===== src/rtl/clkset_pkg.sv =====
// ============================================================================
// clkset_pkg : set-mode state type and one-hot field decode for clock_set_fsm
// Rev 1.0
// ============================================================================
`default_nettype none

package clkset_pkg;

  localparam int unsigned MAX_FIELDS = 7;
  localparam int unsigned STATE_W    = $clog2(MAX_FIELDS + 1);

  // State index: RUN is 0, SET_k is k. Sized for the largest legal N_FIELDS.
  typedef enum logic [STATE_W-1:0] {
    ST_RUN  = 3'd0,
    ST_SET1 = 3'd1,
    ST_SET2 = 3'd2,
    ST_SET3 = 3'd3,
    ST_SET4 = 3'd4,
    ST_SET5 = 3'd5,
    ST_SET6 = 3'd6,
    ST_SET7 = 3'd7
  } state_t;

  function automatic logic [MAX_FIELDS-1:0] state_onehot(input state_t s);
    logic [MAX_FIELDS-1:0] v;
    v = '0;
    for (int i = 0; i < MAX_FIELDS; i++) begin
      v[i] = (int'(s) == i + 1);
    end
    return v;
  endfunction

endpackage

`default_nettype wire


===== src/rtl/clkset_btn_edge.sv =====
// ============================================================================
// clkset_btn_edge : rising-edge detector; previous level resets high so a
// button held through reset must be released first. Rev 1.0
// ============================================================================
`default_nettype none

module clkset_btn_edge
  import clkset_pkg::*;
(
  input  logic clk,
  input  logic rst,
  input  logic btn_i,
  output logic edge_o
);

  logic btn_q;

  always_ff @(posedge clk) begin
    if (!rst) begin
      btn_q <= 1'b1;
    end else begin
      btn_q <= btn_i;
    end
  end

  assign edge_o = btn_i & ~btn_q;

endmodule

`default_nettype wire


===== src/rtl/clock_set_fsm.sv =====
// ============================================================================
// clock_set_fsm : clock set-mode controller (field select, inc pulses, blink,
// idle timeout). CLKSET_AUTOREPEAT_EN adds held-button auto-repeat. Rev 1.0
// ============================================================================
`default_nettype none

module clock_set_fsm
  import clkset_pkg::*;
#(
  parameter int unsigned N_FIELDS      = 3,
  parameter int unsigned TIMEOUT_TICKS = 8,
  parameter int unsigned REPEAT_DLY    = 4,
  parameter int unsigned REPEAT_PER    = 2,
  parameter int unsigned BLINK_TICKS   = 3
) (
  input  logic                            clk,
  input  logic                            rst,
  input  logic                            tick,
  input  logic                            mode_btn,
  input  logic                            inc_btn,
  output logic [N_FIELDS-1:0]             field_sel,
  output logic                            field_inc,
  output logic                            setting,
  output logic [$clog2(N_FIELDS+1)-1:0]   state_idx,
  output logic                            blink
);

  localparam int unsigned IDXW   = $clog2(N_FIELDS + 1);
  localparam int unsigned IDLE_W = $clog2(TIMEOUT_TICKS + 1);
  localparam int unsigned BLK_W  = $clog2(BLINK_TICKS + 1);

  localparam logic [IDLE_W-1:0] TIMEOUT_C = IDLE_W'(TIMEOUT_TICKS);
  localparam logic [BLK_W-1:0]  BLINK_C   = BLK_W'(BLINK_TICKS);
  localparam state_t            LAST_C    = state_t'(STATE_W'(N_FIELDS));

  logic mode_edge;
  logic inc_edge;
  logic rpt_pulse;

  state_t              state_q, state_d;
  logic [IDLE_W-1:0]   idle_q, idle_d;
  logic [BLK_W-1:0]    blk_cnt_q, blk_cnt_d;
  logic                blink_q, blink_d;
  logic                inc_pulse_d;
  logic                field_inc_q;
  logic [N_FIELDS-1:0] field_sel_q;
  logic                setting_q;
  logic [IDXW-1:0]     state_idx_q;

  clkset_btn_edge u_mode_edge (
    .clk    (clk),
    .rst    (rst),
    .btn_i  (mode_btn),
    .edge_o (mode_edge)
  );

  clkset_btn_edge u_inc_edge (
    .clk    (clk),
    .rst    (rst),
    .btn_i  (inc_btn),
    .edge_o (inc_edge)
  );

`ifdef CLKSET_AUTOREPEAT_EN
  localparam int unsigned RPT_MAX = (REPEAT_DLY > REPEAT_PER) ? REPEAT_DLY : REPEAT_PER;
  localparam int unsigned RPT_W   = $clog2(RPT_MAX + 1);

  logic [RPT_W-1:0] rpt_cnt_q, rpt_cnt_d;
  logic [RPT_W-1:0] rpt_thresh;
  logic             rpt_armed_q, rpt_armed_d;

  // Counts hold ticks after the press edge; first period is REPEAT_DLY,
  // later ones REPEAT_PER. Release, RUN or a mode edge restarts it.
  always_comb begin
    rpt_cnt_d   = '0;
    rpt_armed_d = 1'b0;
    rpt_pulse   = 1'b0;
    rpt_thresh  = rpt_armed_q ? RPT_W'(REPEAT_PER) : RPT_W'(REPEAT_DLY);
    if (state_q != ST_RUN && inc_btn && !inc_edge && !mode_edge) begin
      rpt_cnt_d   = rpt_cnt_q;
      rpt_armed_d = rpt_armed_q;
      if (tick) begin
        if (rpt_cnt_q + RPT_W'(1) == rpt_thresh) begin
          rpt_pulse   = 1'b1;
          rpt_cnt_d   = '0;
          rpt_armed_d = 1'b1;
        end else begin
          rpt_cnt_d = rpt_cnt_q + RPT_W'(1);
        end
      end
    end
  end

  always_ff @(posedge clk) begin
    if (!rst) begin
      rpt_cnt_q   <= '0;
      rpt_armed_q <= 1'b0;
    end else begin
      rpt_cnt_q   <= rpt_cnt_d;
      rpt_armed_q <= rpt_armed_d;
    end
  end
`else
  assign rpt_pulse = 1'b0;
`endif

  always_comb begin
    state_d     = state_q;
    idle_d      = idle_q;
    blk_cnt_d   = blk_cnt_q;
    blink_d     = blink_q;
    inc_pulse_d = 1'b0;
    if (state_q == ST_RUN || mode_edge) begin
      // RUN and every SET entry restart idle and blink timing
      idle_d    = '0;
      blk_cnt_d = '0;
      blink_d   = 1'b1;
      if (mode_edge) begin
        if (state_q == LAST_C) begin
          state_d = ST_RUN;
        end else begin
          state_d = state_t'(state_q + STATE_W'(1));
        end
      end
    end else begin
      if (inc_btn) begin
        idle_d      = '0;
        inc_pulse_d = inc_edge | rpt_pulse;
      end else if (tick) begin
        idle_d = idle_q + IDLE_W'(1);
      end
      if (tick) begin
        if (blk_cnt_q + BLK_W'(1) == BLINK_C) begin
          blk_cnt_d = '0;
          blink_d   = ~blink_q;
        end else begin
          blk_cnt_d = blk_cnt_q + BLK_W'(1);
        end
      end
      if (idle_d == TIMEOUT_C) begin
        state_d   = ST_RUN;
        idle_d    = '0;
        blk_cnt_d = '0;
        blink_d   = 1'b1;
      end
    end
  end

  always_ff @(posedge clk) begin
    if (!rst) begin
      state_q     <= ST_RUN;
      idle_q      <= '0;
      blk_cnt_q   <= '0;
      blink_q     <= 1'b1;
      field_inc_q <= 1'b0;
      field_sel_q <= '0;
      setting_q   <= 1'b0;
      state_idx_q <= '0;
    end else begin
      state_q     <= state_d;
      idle_q      <= idle_d;
      blk_cnt_q   <= blk_cnt_d;
      blink_q     <= blink_d;
      field_inc_q <= inc_pulse_d;
      field_sel_q <= N_FIELDS'(state_onehot(state_d));
      setting_q   <= (state_d != ST_RUN);
      state_idx_q <= IDXW'(state_d);
    end
  end

  assign field_sel = field_sel_q;
  assign field_inc = field_inc_q;
  assign setting   = setting_q;
  assign state_idx = state_idx_q;
  assign blink     = blink_q;

endmodule

`default_nettype wire

===== config.mk =====
export PLATFORM = sky130hd
export DESIGN_NAME = clock_set_fsm
export DESIGN_NICKNAME = d
export VERILOG_FILES = /design/src/rtl/clkset_pkg.sv /design/src/rtl/clkset_btn_edge.sv /design/src/rtl/clock_set_fsm.sv
export SDC_FILE = /design/constraint.sdc
export NUM_CORES = 1
export LEC_CHECK = 0
export BUFFER_PORTS_ARGS = -buffer_cell sky130_fd_sc_hd__buf_2
export CAP_MARGIN = 5
export CORE_UTILIZATION = 45
export DETAILED_ROUTE_END_ITERATION = 6
export PLACE_DENSITY = 0.71
export SLEW_MARGIN = 20
export SYNTH_ARGS = -nofsm -noshare
export SYNTH_HDL_FRONTEND = slang
export SYNTH_SLANG_ARGS = --single-unit
export TNS_END_PERCENT = 20

===== constraint.sdc =====
create_clock -name clk -period 3.8 [get_ports clk]
set_input_delay 0.76 -clock clk [delete_from_list [all_inputs] [get_ports clk]]
set_output_delay 0.76 -clock clk [all_outputs]
set_load 0.01 [all_outputs]

==> results by group, run 1 <==
Pwr
  – Total power: 0.305 mW
  – Switch share: 24.3%
  – Power density cells: 354 nW/µm²
  – Worst vdd ir: 0.239 mV
  – Comb power frac: 8.1%
  – Leak: 0.367 nW
  – Clk pwr share: 31.8%
  – Sequential cell fraction of total power: 60.1%
  – Psw: 0.0741 mW
  – Pint: 0.231 mW

Critical path
  – Setup crit start kind: register
  – WS Path Type: register to register
  – CP Max Fanout: 5
  – Worst Path Arrival: 2.02 ns
  – Crit. End Element: register
  – Worst path required time: 3.99 ns

Routing
  – Post-DR wirelength/cell: 11.9 µm
  – Post-route ant nets: 0
  – Via count: 588
  – DRC violations left: 1
  – Final WL: 1310 µm
  – DRT iter0 DRCs: 8
  – Pre-Repair DR Iteration Count: 6
  – Drt via density: 5.35

Die
  – Core area: 1580 µm²
  – Die H: 43.8 µm
  – Die area: 1920 µm²
  – DIE WIDTH: 43.8 µm
  – Num ports: 13
  – Initial core utilization: 49.9%
  – Row Count: 14

Synthesis
  – Synth Area in Simple Gates: 26.4%
  – FF+latch count, synth: 17
  – Post-Syn Nets: 90
  – Synth top area cells: dfxtp_1 (43%), nor3_1 (7.0%), ha_1 (4.8%)
  – Sequential-to-total area share from yosys stat: 43.2%
  – Post-synth top area cell: dfxtp_1
  – Multiplexer share of the synthesized area: 5.56%
  – Post-synthesis compound-gate area fraction: 10.0%
  – Post-synthesis cell area: 787 µm²
  – Post-Synthesis Cells: 82
  – Adder-cell share of the synthesized area: 4.77%
  – Largest family of logic cells by synthesized area: simple AND/OR/NAND/NOR gates
  – Syn Area/Cell: 9.60 µm²
  – Fraction of synthesized cell area in xor and xnor cells: 3.34%
  – Yosys top cell area share: 43.2%
  – Netlist cell types: 30
  – Syn. warnings: 0

Place
  – Final HPWL DP: 970 µm
  – Gp weighted congestion: 0.733
  – IO buf count: 12

Run status
  – Violated checks: design-rule violations
  – Run status: complete, but fails checks

Clock network
  – CTS tree: yes
  – # H-tree levels: 1
  – Setup Fix Bufs, Post-CTS: 0
  – CTS Sinks: 17
  – Clk buf depth: 2
  – Clk root buf: clkbuf_4
  – Cts bufs inserted: 3
  – Post-CTS Resized: 0
  – Clk slew on worst S/H paths: 0.10 ns
  – Worst skew pair latency: 0.29 ns
  – # hold bufs at CTS: 0

Timing
  – Least-Margin Pin Slew: 0.417 ns
  – Slew Limit Fails: 0
  – Post-route clock period utilization: 48.2%
  – Post-layout minimum cycle time: 1.83 ns
  – Slew HR: 72.1%
  – Unrepaired setup endpoints after global routing: false
  – Clk_skew: 0.000949 ns
  – Fin. Hold Viols: 0
  – Setup Viol. Count Final: 0
  – Max Fclk: 0.546 GHz
  – Setup_tns: 0 ns

Final layout
  – Layout area overhead: 9.38%
  – Fraction of layout cells with a size suffix above 1: 25.5%
  – Antenna cells: 0
  – NumNets Final: 103

Global route
  – Initial antenna violation count: 0
  – GRT overflow: 0
  – First-pass GRT wire length: 2100 µm
  – Largest net degree at the start of global routing: 11
  – Vias in the first global route: 501
  – GR Util All Layers: 14.7%

Hold path
  – Hold crit path type: register to register

Job
  – Max Cap Viol: 0
-- per-stage QoR --
stage	cells	hold slack, ns	util, %	cell area (µm²)	setup WS [ns]
2_1_floorplan	82	0.373	-	787	2.00
3_3_place_gp	106	0.385	52.9	833	1.78
3_5_place_dp	106	0.393	52.9	833	1.74
4_1_cts	110	0.408	54.6	861	2.00
5_1_grt	110	0.420	54.6	861	1.91
6_report	110	0.403	54.6	861	1.97
-- cells in the mapped netlist --
cell type  count
o31ai_2        1
inv_1          5
nor2b_1        1
buf_6          1
o211ai_1       2
o21ai_0        1
or3_1          1
buf_4          3
mux2_2         1
nand2b_1       3
nor2_1         5
mux2i_4        1
o21a_1         1
a21oi_1        4
a32oi_1        1
nor3b_1        2
ha_1           3
dfxtp_1       17
nor3_1        11
nand3_1        1
o21ba_1        1
nand2_1        5
nand4_2        1
and3b_1        1
nand3b_1       1
nor3_2         2
nand2_2        1
or2b_2         1
xnor2_1        3
mux2i_1        1
-- layer usage --
metal  routed length, µm  up-vias  track usage, %  part of all wire, %
met1                 649      266            19.3                   49
met4                  33        0            7.50                  2.5
met3                  42        4            2.50                  3.2
li1                    -      307               -                    -
met2                 587       11            23.0                   45
met5                   0        -               0                    0
-- cells in the final DEF (no fill, tap or decap) --
cell	count
a21oi_1	4
a32oi_1	1
and3b_1	1
buf_2	12
clkbuf_4	3
clkinv_2	1
dfxtp_1	17
ha_1	3
inv_1	5
mux2_2	1
mux2i_1	1
mux2i_4	1
nand2_1	5
nand2_2	1
nand2b_1	3
nand3_1	1
nand3b_1	1
nand4_2	1
nor2_1	5
nor2b_1	1
nor3_1	11
nor3_2	2
nor3b_1	2
o211ai_1	2
o21a_1	1
o21ai_0	1
o21ba_1	1
o31ai_2	1
or2b_2	1
or3_1	1
xnor2_1	3
-- power by group through the flow --
stage / combinational [mW] / sequential [mW] / clock (mW)
CTS: 0.0246 / 0.183 / 0.0989
global route: 0.0272 / 0.184 / 0.105
global placement: 0.0240 / 0.187 / 0
finish: 0.0246 / 0.183 / 0.0971
floorplan: 0.0178 / 0.188 / 0
detailed placement: 0.0244 / 0.187 / 0
-- state kept, by name (all words and copies together), names as in the netlist --
register	count
blink	1
blk_cnt_q	2
field_inc	1
field_sel	3
idle_q	4
setting	1
state_q	3
u_inc_edge.btn_q	1
u_mode_edge.btn_q	1
-- critical path, stage by stage, from the launching register on --
cell      delay, ns
dfxtp_1        0.45
ha_1           0.28
and3b_1        0.23
o211ai_1       0.16
o31ai_2        0.40
o21ba_1        0.21
-- area by class of cell --
class,instances,area (µm²)
Clock buffer,3,22.5
Sequential cell,17,340
Multi-Input combinational cell,56,394
Tap cell,16,20.0
Clock inverter,1,5.00
Timing Repair Buffer,12,60.1
Fill cell,142,716
Inverter,5,18.8
-- worst paths after layout --
kind	cells after the start	slack (ns)	to	from
worst max-delay path	5	1.97	setting$_SDFF_PN0_	idle_q[0]$_SDFF_PP0_
worst min register to register	1	0.40	field_inc$_SDFF_PP0_	u_inc_edge.btn_q$_SDFF_PN1_
worst max register to register	5	1.97	setting$_SDFF_PN0_	idle_q[0]$_SDFF_PP0_
worst min-delay path	1	0.40	field_inc$_SDFF_PP0_	u_inc_edge.btn_q$_SDFF_PN1_
-- kinds of logic (layout without fill, tap and decap cells) --
group                      after synthesis  count (layout)
buffers and inverters                    9              21
adders and majority gates                3               3
xor gates and xnor gates                 3               3
DFF                                     17              17
AOI/OAI and AO/OA                       11              11
muxes                                    3               3
and+or+nand+nor                         36              36
Power figures use the tool's default switching activity.
==> run 2, diff against run 1 <==
--- a/config.mk
+++ b/config.mk
@@ -9,7 +9,7 @@
 export CAP_MARGIN = 5
 export CORE_UTILIZATION = 45
 export DETAILED_ROUTE_END_ITERATION = 6
-export PLACE_DENSITY = 0.71
+export PLACE_DENSITY = 0.74
 export SLEW_MARGIN = 20
 export SYNTH_ARGS = -nofsm -noshare
 export SYNTH_HDL_FRONTEND = slang
==> constraint.sdc (replaced) <==
create_clock -name clk -period 1.61 [get_ports clk]
set_input_delay 0.322 -clock clk [delete_from_list [all_inputs] [get_ports clk]]
set_output_delay 0.322 -clock clk [all_outputs]
set_load 0.01 [all_outputs]
==> run 2 against run 1 <==
Net effect:
- the run still ends with design-rule violations left
- clock power rose by 130%
- worst hold slack got worse by 0.18 ns
- worst setup slack worse by 1.9 ns
- final cell count increased by 5.5%
- sequential share of layout area decreased by 2.2 points
- highest routed layer unchanged
- global-route usage increased by 3.3 points
- sequential power rose by 140%
- utilization rose by 3.8 points
- die area did not move
- design area is 7.0% higher
- maximum frequency is 18% higher
==> results by group, run 2 (synthesized netlist as in run 1, its figures left out) <==
Run status
  – Run status: complete, but fails checks
  – Violated checks: design-rule violations

Routing
  – Pre-Repair DR Iteration Count: 6
  – Post-DR wirelength/cell: 12.8 µm
  – Final WL: 1480 µm
  – DRT iter0 DRCs: 9
  – Drt via density: 5.35
  – Via count: 621
  – DRC violations left: 2
  – Post-route ant nets: 0

Pwr
  – Switch share: 23.4%
  – Pint: 0.554 mW
  – Power density cells: 785 nW/µm²
  – Psw: 0.169 mW
  – Sequential cell fraction of total power: 59.8%
  – Leak: 0.393 nW
  – Worst vdd ir: 0.703 mV
  – Comb power frac: 9.0%
  – Clk pwr share: 31.3%

Critical path
  – Max stage delay on crit path: 0.35 ns
  – CP delay by family, top: compound AO/OA/AOI/OAI gates
  – CP Max Fanout: 4
  – Worst path required time: 1.80 ns
  – CP max-delay cell: dfxtp_2
  – Worst Path Arrival: 1.75 ns
  – Setup crit start kind: register
  – Crit. End Element: register
  – Cells along the critical path: ha_4, and3b_1, o211ai_1, o31ai_2, o21ba_1
  – R2r setup slk: 0.06 ns
  – Buf/Inv on CP: 0
  – WS Path Type: register to register

Global route
  – Largest net degree at the start of global routing: 10
  – First-pass GRT wire length: 2460 µm
  – GRT overflow: 0
  – Vias in the first global route: 557
  – GR Util All Layers: 18.0%
  – Initial antenna violation count: 0

Final layout
  – Fraction of layout cells with a size suffix above 1: 33.0%
  – Non-filler cells, final: 116
  – Top reg by flops: idle_q
  – Largest register FFs: 4
  – Most frequent cells in the layout: dfxtp_1 (14), buf_2 (12), nor3_1 (11), buf_4 (6)
  – Final core utilization: 58.4%
  – Layout area overhead: 17.0%
  – Antenna cells: 0
  – NumNets Final: 109
  – Commonest non-fill, non-tap cell in the layout: dfxtp_1

Clock network
  – Worst skew pair latency: 0.29 ns
  – # hold bufs at CTS: 0
  – # H-tree levels: 1
  – Clk root buf: clkbuf_4
  – Cts bufs inserted: 3
  – Clk slew on worst S/H paths: 0.09 ns
  – CTS Sinks: 17
  – Clk buf depth: 2
  – Post-CTS Resized: 0
  – Setup Fix Bufs, Post-CTS: 0
  – CTS tree: yes

Die
  – Core area: 1580 µm²
  – Row Count: 14
  – Die area: 1920 µm²
  – Initial core utilization: 49.9%
  – Num ports: 13
  – Die H: 43.8 µm
  – DIE WIDTH: 43.8 µm

Place
  – Placed cells: 112
  – Final HPWL DP: 1140 µm
  – Setup slack after placement: 0.0289 ns
  – IO buf count: 12
  – Gp weighted congestion: 0.800

Timing
  – Unrepaired setup endpoints after global routing: true
  – Slew Limit Fails: 0
  – Post-layout minimum cycle time: 1.55 ns
  – Least-Margin Pin Slew: 0.387 ns
  – Fin. Hold Viols: 0
  – Max Fclk: 0.643 GHz
  – Post-route clock period utilization: 96.5%
  – Setup ws final: 0.0560 ns
  – Setup Viol. Count Final: 0
  – Clk_skew: 0.00321 ns
  – Slew HR: 74.0%
  – Min Hold Slack: 0.222 ns
  – Setup_tns: 0 ns

Hold path
  – Hold crit path type: input port to register

Job
  – Max Cap Viol: 0
## run 2: changes by cell type in the layout (fill, tap and decap cells not counted)
cell and change:
ha_1 -1, dfxtp_2 +3, buf_4 +6, clkinv_2 -1
clkbuf_1 +1, ha_4 +1, dfxtp_1 -3
## run 2: cell type report
| cell class | count | area [µm²] |
|---|---|---|
| fillers | 147 | 656 |
| repair buffers | 18 | 105 |
| inverters | 5 | 18.8 |
| multi-input cells | 56 | 407 |
| flip-flops and latches | 17 | 344 |
| well taps | 16 | 20.0 |
| clock buffers | 4 | 26.3 |
## run 2: worst reg2reg max path: cells and delay by family, from the launching register on
family,cells,cell delay (ns)
fa+ha+maj,1,0.23
flops,1,0.35
compound gates,3,0.66
simple gates,1,0.22
## run 2: metal layers
layer  vias up  part of all wire, %  global-route usage [%]
met2        11                   48                    26.0
met1       290                   47                    23.5
li1        318                    -                       -
met4         0                 0.67                    7.50
met5         -                    0                       0
met3         2                  4.0                    7.50
## run 2: power by group through the flow
stage          clock, mW  combinational [mW]  sequential [mW]
3_5_place_dp           0              0.0644            0.441
3_3_place_gp           0              0.0628            0.441
4_1_cts            0.230              0.0648            0.431
2_1_floorplan          0              0.0419            0.443
6_report           0.226              0.0648            0.432
5_1_grt            0.253              0.0720            0.433
## run 2: metrics by stage
step | power (mW) | area [µm²]
3_3_place_gp | 0.504 | 878
2_1_floorplan | 0.485 | 787
3_5_place_dp | 0.506 | 878
6_report | 0.723 | 921
4_1_cts | 0.726 | 905
5_1_grt | 0.758 | 921
## run 2: path summary, 6_finish.rpt
kind | start | endpoint | cells after the start
max reg2reg | idle_q[1]$_SDFF_PP0_ | setting$_SDFF_PN0_ | 5
min reg2reg | u_inc_edge.btn_q$_SDFF_PN1_ | field_inc$_SDFF_PP0_ | 1
min | mode_btn | u_mode_edge.btn_q$_SDFF_PN1_ | 2
max | idle_q[1]$_SDFF_PP0_ | setting$_SDFF_PN0_ | 5
==> run 3, diff against run 2 <==
--- a/config.mk
+++ b/config.mk
@@ -9,7 +9,8 @@
 export CAP_MARGIN = 5
 export CORE_UTILIZATION = 45
 export DETAILED_ROUTE_END_ITERATION = 6
-export PLACE_DENSITY = 0.74
+export PLACE_DENSITY = 0.71
+export SETUP_SLACK_MARGIN = 0.1
 export SLEW_MARGIN = 20
 export SYNTH_ARGS = -nofsm -noshare
 export SYNTH_HDL_FRONTEND = slang
==> constraint.sdc (replaced) <==
create_clock -name clk -period 1.54 [get_ports clk]
set_input_delay 0.308 -clock clk [delete_from_list [all_inputs] [get_ports clk]]
set_output_delay 0.308 -clock clk [all_outputs]
set_load 0.01 [all_outputs]
==> run 3 against run 2 <==
Net effect:
- the flow now finishes without violations
- register-to-register slack got worse by 0.03 ns
- design area rose by 4.6%
- clock skew about the same
- worst setup slack lost 0.032 ns
- sequential share of layout area is 1.4 points lower
- clock power rose by 2%
- count of clock-buffer cells in the layout shrank 1
- die area is the same
- via count decreased by 3.7%
- sequential power up 4%
- non-clock buffer count up 4
==> results by group, run 3 (synthesized netlist as in run 1, its figures left out) <==
Run status
  – Run status: completed

Routing
  – DR WL met2: 599 µm
  – DR WL met3: 32 µm
  – Post-DR wirelength/cell: 11.1 µm
  – Post-route ant nets: 0
  – Via count: 598
  – DRC violations left: 0
  – DRT iter0 DRCs: 5
  – Met1 wire length: 678 µm
  – Pre-Repair DR Iteration Count: 3
  – Final WL: 1340 µm
  – Drt via density: 4.98
  – Top sig layer: met4

Final layout
  – Post-layout instance area: 963 µm²
  – Most frequent cells in the layout: dfxtp_1 (14), buf_2 (12), nor3_1 (10), buf_4 (10)
  – Fraction of layout cells with a size suffix above 1: 38.5%
  – Layout area overhead: 22.4%
  – Top reg by flops: idle_q
  – Commonest non-fill, non-tap cell in the layout: dfxtp_1
  – NumNets Final: 113
  – Antenna cells: 0
  – Largest register FFs: 4
  – Final core utilization: 61.1%
  – Filler Cells Inserted: 131

Die
  – Initial core utilization: 49.9%
  – DIE WIDTH: 43.8 µm
  – Num ports: 13
  – Core area: 1580 µm²
  – Row Count: 14
  – Die H: 43.8 µm
  – Die area: 1920 µm²

Global route
  – Largest net degree at the start of global routing: 11
  – GRT overflow: 0
  – Initial antenna violation count: 0
  – Vias in the first global route: 520
  – GR Util All Layers: 15.3%
  – First-pass GRT wire length: 2130 µm

Place
  – Gp weighted congestion: 0.811
  – IO buf count: 12
  – Area after DPL: 916 µm²
  – Final HPWL DP: 1030 µm

Timing
  – Setup Viol. Count Final: 0
  – Post-layout minimum cycle time: 1.52 ns
  – Unrepaired setup endpoints after global routing: true
  – Slew Limit Fails: 0
  – Fin. Hold Viols: 0
  – Slew HR: 74.0%
  – Post-route clock period utilization: 98.4%
  – Least-Margin Pin Slew: 0.387 ns
  – Clk_skew: 0.00350 ns
  – Max Fclk: 0.660 GHz

Critical path
  – Cells along the critical path: ha_4, and3b_1, o211ai_1, o31ai_2, buf_4, nor3_1
  – Max stage delay on crit path: 0.36 ns
  – Worst Path Arrival: 1.73 ns
  – CP max-delay cell: dfxtp_4
  – Setup crit start kind: register
  – Worst path required time: 1.76 ns
  – Crit. End Element: register
  – WS Path Type: register to register
  – CP Max Fanout: 3

Pwr
  – Worst vdd ir: 0.470 mV
  – Power density cells: 784 nW/µm²
  – Leak: 0.415 nW

Hold path
  – Hold crit path type: input port to register

Clock network
  – # H-tree levels: 1
  – Clk slew on worst S/H paths: 0.10 ns
  – CTS tree: yes
  – # hold bufs at CTS: 0
  – Cts bufs inserted: 3
  – Worst skew pair latency: 0.28 ns
  – Clk buf depth: 2
  – CTS Sinks: 17
  – Clk root buf: clkbuf_4

Job
  – Max Cap Viol: 0
run 3: final timing paths:
check / start / to / slack, ns / cells past startpoint
worst max register to register: idle_q[0]$_SDFF_PP0_ / field_sel[0]$_SDFF_PN0_ / 0.02 / 6
worst min-delay path: mode_btn / u_mode_edge.btn_q$_SDFF_PN1_ / 0.22 / 2
worst max-delay path: idle_q[0]$_SDFF_PP0_ / field_sel[0]$_SDFF_PN0_ / 0.02 / 6
worst min register to register: u_inc_edge.btn_q$_SDFF_PN1_ / field_inc$_SDFF_PP0_ / 0.39 / 1
run 3: stage by stage:
step	hold WS (ns)	std cells	total power [mW]	TNS, ns	setup slack, ns
6_report	0.218	120	0.755	0	0.0244
5_1_grt	0.216	120	0.789	-0.216	-0.0714
4_1_cts	0.219	120	0.761	0	0.0211
3_5_place_dp	0.385	114	0.531	-0.0281	-0.0281
3_3_place_gp	0.382	114	0.529	0	0.0137
2_1_floorplan	0.373	82	0.507	0	0.0424
run 3: where the power goes:
group          leakage (nW)  switching [mW]  internal (mW)
clock network        0.0177           0.134         0.0965
logic                 0.257          0.0395         0.0365
registers             0.140         0.00269          0.446
total                 0.415           0.176          0.579
run 3: final cells by class:
class / count / area (µm²) / area share [%]
clock buffer: 3 / 22.5 / 2.34
clock inverter: 1 / 5.00 / 0.519
inverter: 5 / 18.8 / 1.95
multi-input combinational: 56 / 415 / 43.1
sequential: 17 / 347 / 36.0
tap: 16 / 20.0 / 2.08
timing repair buffer: 22 / 135 / 14.0
run 3: timing repair:
| action | 4_1_cts | 5_1_grt |
|---|---|---|
| gates resized for setup | 0 | 2 |
| endpoints found under the hold margin | 0 | 0 |
| cloned | 0 | 0 |
| setup endpoints to repair | 7 | 10 |
| pin swaps | 1 | 4 |
| setup buffers | 2 | 0 |
run 3: critical path, delay by kind of cell, from the launching register on:
family | cells | cell delay, ns
fa+ha+maj | 1 | 0.26
buf+inv | 1 | 0.16
flops | 1 | 0.36
compound gates | 2 | 0.35
simple gates | 2 | 0.33
run 3: metal layers:
| metal | GRT usage (%) | vias to the layer above |
|---|---|---|
| met5 | 0 | - |
| met4 | 9.38 | 0 |
| met3 | 2.50 | 4 |
| met2 | 24.8 | 8 |
| met1 | 18.8 | 262 |
| li1 | - | 324 |
